<file path="src/rtl/midi_mono_decoder_if.sv">
// ---------------------------------------------------------------------------
// midi_mono_decoder_if
//   Byte-stream bus carrying raw MIDI bytes into midi_mono_decoder.
//   midi_byte   8  received MIDI byte
//   midi_valid  1  one-cycle strobe, midi_byte valid this cycle
//   Modports: master (byte source), slave (decoder side).
// ---------------------------------------------------------------------------
interface midi_mono_decoder_if;
    logic [7:0] midi_byte;
    logic       midi_valid;

    modport master (output midi_byte, output midi_valid);
    modport slave  (input  midi_byte, input  midi_valid);
endinterface

</file>
<file path="src/rtl/midi_mono_decoder.sv">
// ---------------------------------------------------------------------------
// midi_mono_decoder
//   Parses raw MIDI bytes for one selected channel into a monophonic voice
//   state (gate, note, 4-bit velocity, 9-bit pitch bend) with last-note
//   priority, running status and transparent realtime bytes.
//
//   Ports:
//     clk          in   1  system clock
//     reset        in   1  synchronous, active-high reset
//     midi         slave   midi_byte / midi_valid byte stream
//     channel_sel  in   4  MIDI channel to decode (0..15)
//     note_on      out  1  voice gate
//     note         out  7  current/last note number
//     vel          out  4  current velocity
//     pb           out  9  pitch bend, 256 = centre
//     note_repeat  out  1  one-cycle pulse: note-on for the sounding note
//
//   Build option:
//     MIDI_OMNI_EN  when defined, channel_sel is ignored and every channel
//                   drives the single shared voice state.
// ---------------------------------------------------------------------------
module midi_mono_decoder #(
    parameter logic [3:0] VEL_MIN    = 4'd1,
    parameter logic [8:0] PB_RESET   = 9'd256,
    parameter logic [6:0] CC_ALL_OFF = 7'd123
) (
    input  logic                       clk,
    input  logic                       reset,
    midi_mono_decoder_if.slave         midi,
    input  logic [3:0]                 channel_sel,
    output logic                       note_on,
    output logic [6:0]                 note,
    output logic [3:0]                 vel,
    output logic [8:0]                 pb,
    output logic                       note_repeat
);

    localparam logic [2:0] ST_IDLE  = 3'd0;
    localparam logic [2:0] ST_D1    = 3'd1;
    localparam logic [2:0] ST_D2    = 3'd2;
    localparam logic [2:0] ST_SKIP  = 3'd3;
    localparam logic [2:0] ST_SYSEX = 3'd4;

    logic [2:0] state;
    logic [3:0] status_hi;
    logic       matched;
    logic       skip_more;
    logic [6:0] data1;

    logic [7:0] byte_in;
    logic       is_status;
    logic       is_realtime;
    logic       chan_match;
    logic       new_one_byte;
    logic       run_one_byte;
    logic       same_note;

    assign byte_in      = midi.midi_byte;
    assign is_status    = byte_in[7];
    assign is_realtime  = (byte_in[7:3] == 5'b11111);
    assign new_one_byte = (byte_in[7:4] == 4'hC) || (byte_in[7:4] == 4'hD);
    assign run_one_byte = (status_hi == 4'hC) || (status_hi == 4'hD);
    assign same_note    = note_on && (data1 == note);

`ifdef MIDI_OMNI_EN
    assign chan_match = 1'b1;
`else
    assign chan_match = (byte_in[3:0] == channel_sel);
`endif

    // 7-bit velocity to 4 bits, with a floor so soft notes never read as 0.
    function automatic logic [3:0] scale_vel(input logic [6:0] v);
        return (v[6:3] < VEL_MIN) ? VEL_MIN : v[6:3];
    endfunction

    // Status bytes always restart parsing; data bytes advance the message.
    // A channel mismatch is tracked by 'matched' so that running-status
    // repeats of a foreign channel keep being consumed without effect.
    always_ff @(posedge clk) begin
        if (reset) begin
            state       <= ST_IDLE;
            status_hi   <= 4'h0;
            matched     <= 1'b0;
            skip_more   <= 1'b0;
            data1       <= 7'd0;
            note_on     <= 1'b0;
            note        <= 7'd0;
            vel         <= 4'd0;
            pb          <= PB_RESET;
            note_repeat <= 1'b0;
        end else begin
            note_repeat <= 1'b0;
            if (midi.midi_valid && !is_realtime) begin
                if (is_status) begin
                    if (byte_in == 8'hF0) begin
                        state <= ST_SYSEX;
                    end else if (byte_in[7:4] == 4'hF) begin
                        state <= ST_IDLE;
                    end else begin
                        status_hi <= byte_in[7:4];
                        matched   <= chan_match;
                        if (chan_match) begin
                            state <= ST_D1;
                        end else begin
                            state     <= ST_SKIP;
                            skip_more <= !new_one_byte;
                        end
                    end
                end else begin
                    case (state)
                        ST_D1: begin
                            if (!matched) begin
                                // foreign running status: first byte of a
                                // two-byte message leaves one more to skip
                                if (!run_one_byte) begin
                                    state     <= ST_SKIP;
                                    skip_more <= 1'b0;
                                end
                            end else if (!run_one_byte) begin
                                data1 <= byte_in[6:0];
                                state <= ST_D2;
                            end
                        end
                        ST_D2: begin
                            state <= ST_D1;
                            case (status_hi)
                                4'h9: begin
                                    if (byte_in[6:0] != 7'd0) begin
                                        note    <= data1;
                                        vel     <= scale_vel(byte_in[6:0]);
                                        note_on <= 1'b1;
                                        if (same_note) begin
                                            note_repeat <= 1'b1;
                                        end
                                    end else if (same_note) begin
                                        note_on <= 1'b0;
                                    end
                                end
                                4'h8: begin
                                    if (same_note) begin
                                        note_on <= 1'b0;
                                    end
                                end
                                4'hE: begin
                                    // top 9 bits of the 14-bit bend value
                                    pb <= {byte_in[6:0], data1[6:5]};
                                end
                                4'hB: begin
                                    if (data1 == CC_ALL_OFF) begin
                                        note_on <= 1'b0;
                                    end
                                end
                                default: begin
                                end
                            endcase
                        end
                        ST_SKIP: begin
                            if (skip_more) begin
                                skip_more <= 1'b0;
                            end else begin
                                state <= ST_D1;
                            end
                        end
                        default: begin
                        end
                    endcase
                end
            end
        end
    end

endmodule

</file>
<file path="src/flat_wrapper.sv">
// flat-port wrapper written by rule: the top's interface ports become plain ports
module midi_mono_decoder_flat 
#(
    parameter logic [3:0] VEL_MIN    = 4'd1,
    parameter logic [8:0] PB_RESET   = 9'd256,
    parameter logic [6:0] CC_ALL_OFF = 7'd123
)
  (clk, reset, channel_sel, note_on, note, vel, pb, note_repeat, midi_midi_byte, midi_midi_valid);
  midi_mono_decoder_if midi_i ();
  input  logic clk;
  input  logic reset;
  input  logic [3:0] channel_sel;
  output logic note_on;
  output logic [6:0] note;
  output logic [3:0] vel;
  output logic [8:0] pb;
  output logic note_repeat;
  input wire logic [$bits(midi_i.midi_byte)-1:0] midi_midi_byte;
  input wire logic [$bits(midi_i.midi_valid)-1:0] midi_midi_valid;
  assign midi_i.midi_byte = midi_midi_byte;
  assign midi_i.midi_valid = midi_midi_valid;
  midi_mono_decoder #(.VEL_MIN(VEL_MIN), .PB_RESET(PB_RESET), .CC_ALL_OFF(CC_ALL_OFF)) u_core (.clk(clk), .reset(reset), .midi(midi_i), .channel_sel(channel_sel), .note_on(note_on), .note(note), .vel(vel), .pb(pb), .note_repeat(note_repeat));
endmodule
</file>
<file path="config.mk">
export PLATFORM = sky130hd
export DESIGN_NAME = midi_mono_decoder_flat
export DESIGN_NICKNAME = d
export VERILOG_FILES = /design/src/rtl/midi_mono_decoder_if.sv /design/src/rtl/midi_mono_decoder.sv /design/src/flat_wrapper.sv
export SDC_FILE = /design/constraint.sdc
export NUM_CORES = 1
export LEC_CHECK = 0
export ABC_AREA = 1
export CORE_ASPECT_RATIO = 0.75
export CORE_MARGIN = 10
export CORE_UTILIZATION = 51
export CTS_CLUSTER_SIZE = 8
export DETAILED_ROUTE_END_ITERATION = 7
export PLACE_DENSITY_LB_ADDON = 0.3
export SLEW_MARGIN = 20
export SYNTH_ARGS = -nofsm -noshare
export SYNTH_HDL_FRONTEND = slang
export SYNTH_SLANG_ARGS = --single-unit
</file>
<file path="constraint.sdc">
create_clock -name clk -period 1.6 [get_ports clk]
set_input_delay 0.32 -clock clk [delete_from_list [all_inputs] [get_ports clk]]
set_output_delay 0.32 -clock clk [all_outputs]
set_load 0.02 [all_outputs]
</file>
* Word level (Yosys, flattened, before mapping) *
Cells that the tools add are included.

storage, ports and cells
  flip-flop bits (word level) = 38
  logic and storage cells = 83

cells by class
  $lt $le $gt $ge = 1
  equal/unequal tests = 24
  multiplexer cells = 22
  bitwise gates (word level) = 8
  reduce and logical (&&, ||, !) cells = 18

operators with widths
  cell                                                                          number
  4-bit == test, second input constant                                          9
  3-bit 2-to-1 mux                                                              7
  5-bit AND reduction                                                           3
  4-bit AND reduction                                                           3
  1-bit 2-to-1 mux                                                              10
  3-bit inequality test, second input constant                                  3
  3-bit case mux with 3 select lines                                            1
  8-bit == test, second input constant                                          1
  1-bit inverter                                                                8
  7-bit == test                                                                 1
  7-bit == test, second input constant                                          1
  7-bit AND reduction                                                           1
  7-bit nonzero test                                                            1
  3-bit by 2-bit == test with 1-bit output, second input constant               2
  2-bit inequality test, second input constant                                  3
  3-bit nonzero test                                                            2
  6-bit OR reduction                                                            1
  5-bit == test, second input constant                                          1
  4-bit == test                                                                 1
  4-bit by 1-bit less-than comparator with 1-bit output, second input constant  1
  4-bit 2-to-1 mux                                                              1
  4-bit nonzero test                                                            1
  3-bit by 1-bit == test with 1-bit output, second input constant               1
  1-bit case mux with 3 select lines                                            1
  6 further kinds                                                               9

* Logic depth before layout (Yosys ltp) *
Gate-level depths: netlist of run 1.

  depth after elaboration = 7
  mapped depth = 9

* Least setup slack after synthesis of run 1 *
Ideal clock, no wire load.

  path kind = in2reg
  from = input port midi_midi_byte[1]
  to = register u_core.note[6]
  arrival time = 1.134 ns
  data required time = 1.487 ns
  path slack = 0.353 ns
  stages = 9
  path through = inv_1 > nand2_1 > nor3_1 > nand3_1 > nand3_2 > buf_6 > nand2_1 > nand2_1 > nor2_1

between the ends
  longest elaborated chain between the ends = 2

RTL lines
  element                        RTL line                  source
  start: declaration             flat_wrapper.sv:18        input wire logic [$bits(midi_i.midi_byte)-1:0] midi_midi_byte;
  7-bit nonzero test             midi_mono_decoder.sv:128  if (byte_in[6:0] != 7'd0) begin
  5-bit AND reduction (no line)  n/a
  end signal: assignment         midi_mono_decoder.sv:129  note <= data1;
  end: declaration               midi_mono_decoder.sv:32   output logic [6:0] note,

No other way between the ends.
A chain may end at the register's enable or synchronous reset.

* Worst setup path after layout of run 1 *
  from = register u_core.vel[1]
  to = output port vel[1]

RTL lines
  element                   RTL line                  source
  start: declaration        midi_mono_decoder.sv:33   output logic [3:0] vel,
  start signal: assignment  midi_mono_decoder.sv:130  vel <= scale_vel(byte_in[6:0]);
  end: declaration          flat_wrapper.sv:15        output logic [3:0] vel;

No word-level cell between the ends.

==> results of run 1 <==
-- path summary, 6_finish.rpt --
| path | start | to | slack (ns) | cells after the start |
|---|---|---|---|---|
| setup / recovery | u_core.vel[1] | vel[1] | 0.04 | 1 |
| hold / removal | midi_midi_byte[6] | u_core.vel[3] | 0.48 | 4 |
| setup reg to reg | u_core.state[0] | u_core.data1[3] | 0.15 | 7 |
| hold reg to reg | u_core.pb[5] | u_core.pb[5] | 0.50 | 2 |
-- registers in the layout, summed over array words and instances, names as in the netlist --
signal / cells
u_core.vel: 4
u_core.matched: 1
u_core.status_hi: 4
u_core.state: 3
u_core.skip_more: 1
u_core.note: 7
u_core.pb: 9
u_core.data1: 7
u_core.note_repeat: 1
u_core.note_on: 1
-- cells in the final DEF (no fill, tap or decap) --
master	instances
nor3_4	2
nor3_1	2
o21ai_1	8
dfxtp_1	37
a31o_2	1
nand2_2	5
nand3_2	2
nor2_1	59
xnor2_1	2
clkdlybuf4s50_1	14
bufinv_16	2
inv_1	38
nand4_1	6
nor3_2	1
o21ai_0	15
a21oi_1	15
buf_12	2
nand2_4	1
xor2_1	2
nand3_1	8
clkbuf_8	6
buf_4	32
a21oi_2	1
nand4_4	1
clkinv_2	1
inv_2	4
nor2_4	3
a31oi_1	1
a21oi_4	1
dlymetal6s2s_1	16
dlygate4sd2_1	6
dfxtp_2	1
nand2_1	67
o211ai_1	1
-- cell type report --
| class | instances | share of cell area (%) |
|---|---|---|
| Clock inverter | 2 | 2.15 |
| Multi-Input combinational cell | 204 | 35.5 |
| Timing Repair Buffer | 70 | 24.1 |
| Sequential cell | 38 | 27.2 |
| Tap cell | 52 | 2.32 |
| Inverter | 43 | 5.81 |
| Clock buffer | 6 | 2.95 |
-- metrics by stage --
step	cells	TNS (ns)
finish	415	0
floorplan	291	0
global route	415	0
detailed placement	404	-7.89
global placement	404	-7.00
CTS	412	0
-- metal layers --
layer | track usage [%] | routed length (um)
met5 | 0 | 0
met4 | 3.47 | 30
met3 | 6.82 | 418
met2 | 24.2 | 2330
met1 | 21.2 | 2620
-- what timing repair did --
action	in CTS	in global routing
buffers inserted	0	3
setup endpoints to repair	6	40
pin swaps	0	3
endpoints found under the hold margin	0	0
resized for setup	6	30
-- power by group through the flow --
stage,Sequential [mW],Clock (mW),Combinational (mW)
2_1_floorplan,1.00,0,0.131
3_3_place_gp,1.01,0,0.262
3_5_place_dp,1.01,0,0.264
4_1_cts,0.989,1.02,0.266
5_1_grt,0.993,1.06,0.309
6_report,0.992,1.01,0.280
-- cell families after synthesis --
family,Yosys count
compound gates,43
xor+xnor,4
buf+inv,49
flops,38
simple gates,157
==> metrics.md, run 1 <==
| Metric | Value |
|---|---|
| Chip width | 91.3 um |
| Final WS setup | 0.0352 ns |
| Worst-margin pin slew | 0.313 ns |
| Post-Route WL | 5400 um |
| Finish-stage setup viols | 0 |
| Global-route wire length before repair | 8850 um |
| Largest net degree at the start of global routing | 24 |
| CP peak stage delay | 0.61 ns |
| HP Class | primary input to register |
| Yosys reg bits | 38 |
| Top delay family on crit path | buffers and inverters |
| Diodes inserted | 0 |
| H-Tree Depth | 2 |
| Crit path max-delay cell type | clkdlybuf4s50_1 |
| Post-Syn Nets | 306 |
| Post-Synth Adder-Cell Area | 0% |
| Worst slack at placement | -0.294 ns |
| Status | completed |
| Area after DPL | 2570 sq um |
| PwrDens | 816 nW/um^2 |
| Worst-path fanout max | 2 |
| Synthesized area per cell | 6.69 sq um |
| Main combinational cell family by area after synthesis | simple AND/OR/NAND/NOR gates |
| Post-Syn Instances | 291 |
| Tot Pwr | 2.28 mW |
| RSZ-0062 raised after global routing | false |
| Max-cap viol count | 0 |
| FF/Latch Area | 762 sq um |
| Relative slew slack | 79.1% |
| Synth Area in Compound Gates | 12.0% |
| Synth-to-layout area growth | 43.8% |
| Row cnt | 19 |
| DRT Pass-1 Iters | 4 |
| Vias in the first global route | 1882 |
| Synth cell types | 28 |
| Critical Path, Cell by Cell | clkdlybuf4s50_1 |
| PortBufs | 36 |
| Combinational power share | 12.3% |
| Total gr overflow | 0 |
| Final core occ | 76.5% |
| Leakage dissipation | 1.55 nW |
| Max Clk Rate | 0.639 GHz |
| WHS | 0.482 ns |
| Slew Viols, Final | 0 |
| Final cycle utilization of the critical path | 97.8% |
| Clock root buffer | clkbuf_8 |
| Mux share of post-synthesis cell area | 0% |
| Filler cells | 280 |
| DR vias/cell | 4.87 |
| DP HPWL | 3940 um |
| GP Congestion | 0.978 |
| Clock power frac | 44.3% |
| Top post-synthesis cells by area | dfxtp_1 39%, nand2_1 13%, nor2_1 11%, inv_1 7.3%, o21ai_0 5.4% |
| Final min period | 1.56 ns |
| Register area share after synthesis | 39.1% |
| DRC viols | 0 |
| P_sw | 525 uW |
| Sw Share | 23.0% |
| Clk buf depth | 2 |
| Mapped Area | 1950 sq um |
| Core Region | 3660 sq um |
| Top FF cell, synth | dfxtp_1 |
| Initial DRC Count | 162 |
| Crit end category | output pin |
| Post-route ant nets | 0 |
| Final nets | 377 |
| CTS tree | done |
| Initial core utilization | 53.2% |
| Worst-skew pair later-pin latency | 0.30 ns |
| Synth top area share | 39.1% |
| Flop pwr share | 43.4% |
| Final hold vios | 0 |
| Antenna violations before repair | 0 |
| Ports | 37 |
| Final Cell Area | 2800 sq um |
| CTS clk-pin slew, worst paths | 0.08 ns |
| Post-synthesis xor/xnor area fraction | 1.80% |
| Share of cells above drive strength 1 | 18.2% |
| Most common cell in the netlist | nand2_1 |
| Post-synth EDFFs | 0 |
| WP data arrival | 1.24 ns |
| CP Class | register to output pin |
| Via count | 2022 |
| CTS hold repair buffers | 0 |
| CP Data Required Time | 1.28 ns |
| Top cells by count, synth | 69 x nand2_1, 59 x nor2_1, 38 x dfxtp_1, 38 x inv_1, 21 x o21ai_0 |
| DIE AREA | 6710 sq um |
| Syn. warnings | 0 |
| Worst vdd ir | 0.000567 V |
| Crit start category | register |
| CTS Sinks | 38 |
| Simple-gate share of the synthesized area | 35.9% |
| Area of the multi-input gates | 993 sq um |
| Ys async rst share | 0% |
| CTS Buf Count | 5 |
| Crit path buf inv count | 1 |
| Cell taking the most area after synthesis | dfxtp_1 |
| Clock Skews | 0.00971 ns |
| DR WL/cell | 13.0 um |
| Die height | 73.5 um |
| Gr usage total | 16.2% |
| Internal power | 1.76 mW |
Note: power is estimated with default switching activity, not from simulation.
==> run 2, diff against run 1 <==
--- a/config.mk
+++ b/config.mk
@@ -12,6 +12,7 @@
 export CTS_CLUSTER_SIZE = 8
 export DETAILED_ROUTE_END_ITERATION = 7
 export PLACE_DENSITY_LB_ADDON = 0.3
+export REMOVE_ABC_BUFFERS = 1
 export SLEW_MARGIN = 20
 export SYNTH_ARGS = -nofsm -noshare
 export SYNTH_HDL_FRONTEND = slang
==> run 2 against run 1 <==
Final area down 3.3%. Non-clock buffer count decreased by 1. First-iteration DRC count is 7.4% higher. Die area unchanged. Combinational power down 5%. Largest power group is now registers. Setup slack worse by 0.0060 ns. Fmax is 0.38% lower. Critical path depth is the same. Wire length shrank 3.4%. Clock skew is 0.0074 ns lower. Clock-buffer cell count unchanged. Global-route usage decreased by 0.19 points.
==> metrics.md, run 2 (synthesized netlist as in run 1, its figures left out) <==
| Metric | Value |
|---|---|
| Status | completed |
| Final hold vios | 0 (unchanged) |
| CP startpoint | u_core.pb[4] |
| Setup TNS | 0 ns (unchanged) |
| Clock root buffer | clkbuf_8 |
| Max-cap viol count | 0 (unchanged) |
| Final WS setup | 0.0292 ns (-0.00600 ns) |
| Post-route ant nets | 0 (unchanged) |
| Final core occ | 73.9% (-2.5 points) |
| Worst-margin pin slew | 0.261 ns (-0.0520 ns) |
| Worst-skew pair later-pin latency | 0.28 ns (-0.02 ns) |
| Global-route wire length before repair | 8870 um (+0.24%) |
| Worst vdd ir | 0.000578 V (+1.9%) |
| Internal power | 1.42 mW (-19%) |
| Via count | 2004 (-0.89%) |
| Synth-to-layout area growth | 39.0% |
| Critical Path Stages | 1 (unchanged) |
| Flop2flop setup slack | 0.10 ns (-0.05 ns) |
| Slew Viols, Final | 0 (unchanged) |
| Ports | 37 (unchanged) |
| Post-Route WL | 5220 um (-3.4%) |
| PwrDens | 704 nW/um^2 (-14%) |
| Antenna violations before repair | 0 (unchanged) |
| Diodes inserted | 0 (unchanged) |
| Number of cells on the worst reg-to-reg path | 8 (+1) |
| CTS tree | done |
| WP data arrival | 1.25 ns (about the same) |
| CTS Sinks | 38 (unchanged) |
| Max reg flops | 9 (unchanged) |
| Flop pwr share | 52.0% (+8.6 points) |
| DP HPWL | 4020 um (+2.1%) |
| Gr usage total | 16.0% (-0.19 points) |
| Crit start category | register |
| CTS clk-pin slew, worst paths | 0.07 ns (about the same) |
| DIE AREA | 6710 sq um (unchanged) |
| Chip width | 91.3 um (unchanged) |
| Clock Skews | 0.00228 ns (-0.00743 ns) |
| Most frequent cells in the layout | 69 x nand2_1, 59 x nor2_1, 38 x inv_1 |
| Row cnt | 19 (unchanged) |
| Total gr overflow | 0 (unchanged) |
| DRC viols | 0 (unchanged) |
| Clock power frac | 34.0% (-10 points) |
| Non-filler cells in the finished layout | 412 (-0.72%) |
| Crit path to | pb[4] |
| Die height | 73.5 um (unchanged) |
| Critical Path, Cell by Cell | clkdlybuf4s50_1 |
| Core Region | 3660 sq um (unchanged) |
| DRT Pass-1 Iters | 4 (unchanged) |
| Crit path buf inv count | 1 (unchanged) |
| Finish-stage setup viols | 0 (unchanged) |
| H-Tree Depth | 2 (unchanged) |
| DR WL/cell | 12.7 um (-2.7%) |
| Largest Register | u_core.pb |
| Clk buf depth | 2 (unchanged) |
| Reg-to-reg critical path startpoint | u_core.state[0] |
| Reg-to-reg endpoint | u_core.data1[3] |
| PortBufs | 36 (unchanged) |
| Max Clk Rate | 0.637 GHz (-0.38%) |
| Top delay family on crit path | buffers and inverters |
| Relative slew slack | 82.6% (+3.5 points) |
| Worst slack at placement | -0.296 ns (-0.00190 ns) |
| GP Congestion | 0.885 (-9.6%) |
| Crit end category | output pin |
| Sw Share | 25.4% (+2.4 points) |
| CTS hold repair buffers | 0 (unchanged) |
| Worst-path fanout max | 2 (unchanged) |
| HP Class | register to register |
| CP peak stage delay | 0.61 ns (about the same) |
| Placed Cells | 402 (-0.50%) |
| P_sw | 484 uW (-7.8%) |
| Leakage dissipation | 1.43 nW (-7.7%) |
| Initial DRC Count | 174 (+7.4%) |
| Share of cells above drive strength 1 | 16.4% (-1.8 points) |
| Vias in the first global route | 1932 (+2.7%) |
| CP Data Required Time | 1.28 ns (about the same) |
| Combinational power share | 14.0% (+1.7 points) |
| Final cycle utilization of the critical path | 98.2% (+0.38 points) |
| Largest net degree at the start of global routing | 26 (+8.3%) |
| CP Class | register to output pin |
| CTS Buf Count | 5 (unchanged) |
| Largest registers | u_core.pb (9), u_core.data1 (7), u_core.note (7) |
| Initial core utilization | 53.2% (unchanged) |
| Final min period | 1.57 ns (+0.00600 ns) |
| Most common cell after layout, fill and taps aside | nand2_1 |
| Crit path max-delay cell type | clkdlybuf4s50_1 |
| Final nets | 376 (-0.27%) |
| DR vias/cell | 4.86 (-0.17%) |
[run 2: power by group through the flow]
stage	Sequential, mW	Combinational, mW	Clock [mW]
after floorplan	1.00	0.126	0
after global placement	1.01	0.252	0
after detailed placement	1.01	0.259	0
after CTS	0.989	0.261	0.655
after global routing	0.992	0.300	0.685
final	0.990	0.267	0.649
[run 2: layout make-up]
type / count / area [sq um]
well taps: 52 / 65.1
fillers: 310 / 955
inverters: 43 / 166
multi-input cells: 204 / 973
repair buffers: 69 / 657
flip-flops and latches: 38 / 762
clock buffers: 6 / 82.6
[run 2: worst min path at each step]
stage | from | endpoint | slack, ns | cells after the start
final | u_core.pb[8] | u_core.pb[8] | 0.49 | 2
after global routing | u_core.state[0] | u_core.state[0] | 0.53 | 2
after CTS | u_core.pb[8] | u_core.pb[8] | 0.50 | 2
after detailed placement | u_core.pb[8] | u_core.pb[8] | 0.47 | 2
after global placement | u_core.pb[8] | u_core.pb[8] | 0.47 | 2
after floorplan | reset | u_core.state[1] | 0.39 | 1
[run 2: metal layers]
metal,part of all wire (%),global-route usage (%)
met5,0,0
met4,1.2,6.07
met1,47,20.0
met3,9.2,6.41
met2,43,24.3
[run 2: worst min-delay path: cells and delay by family (launching register included)]
kind | cells | cell delay (ns)
AOI/OAI and AO/OA | 1 | 0.07
DFF | 1 | 0.33
and+or+nand+nor | 1 | 0.05
[run 2: repair_timing]
action / 4_1_cts / 5_1_grt
gates resized for setup: 3 / 18
setup buffers: 0 / 4
endpoints found under the setup margin: 3 / 36
pin swaps: 0 / 4
gates cloned: 0 / 0
[run 2: through the flow]
stage | total power, mW | hold slack, ns | cell area, sq um
global placement | 1.26 | 0.471 | 2560
floorplan | 1.13 | 0.389 | 1890
CTS | 1.90 | 0.500 | 2640
finish | 1.91 | 0.489 | 2710
detailed placement | 1.27 | 0.473 | 2560
global route | 1.98 | 0.529 | 2710
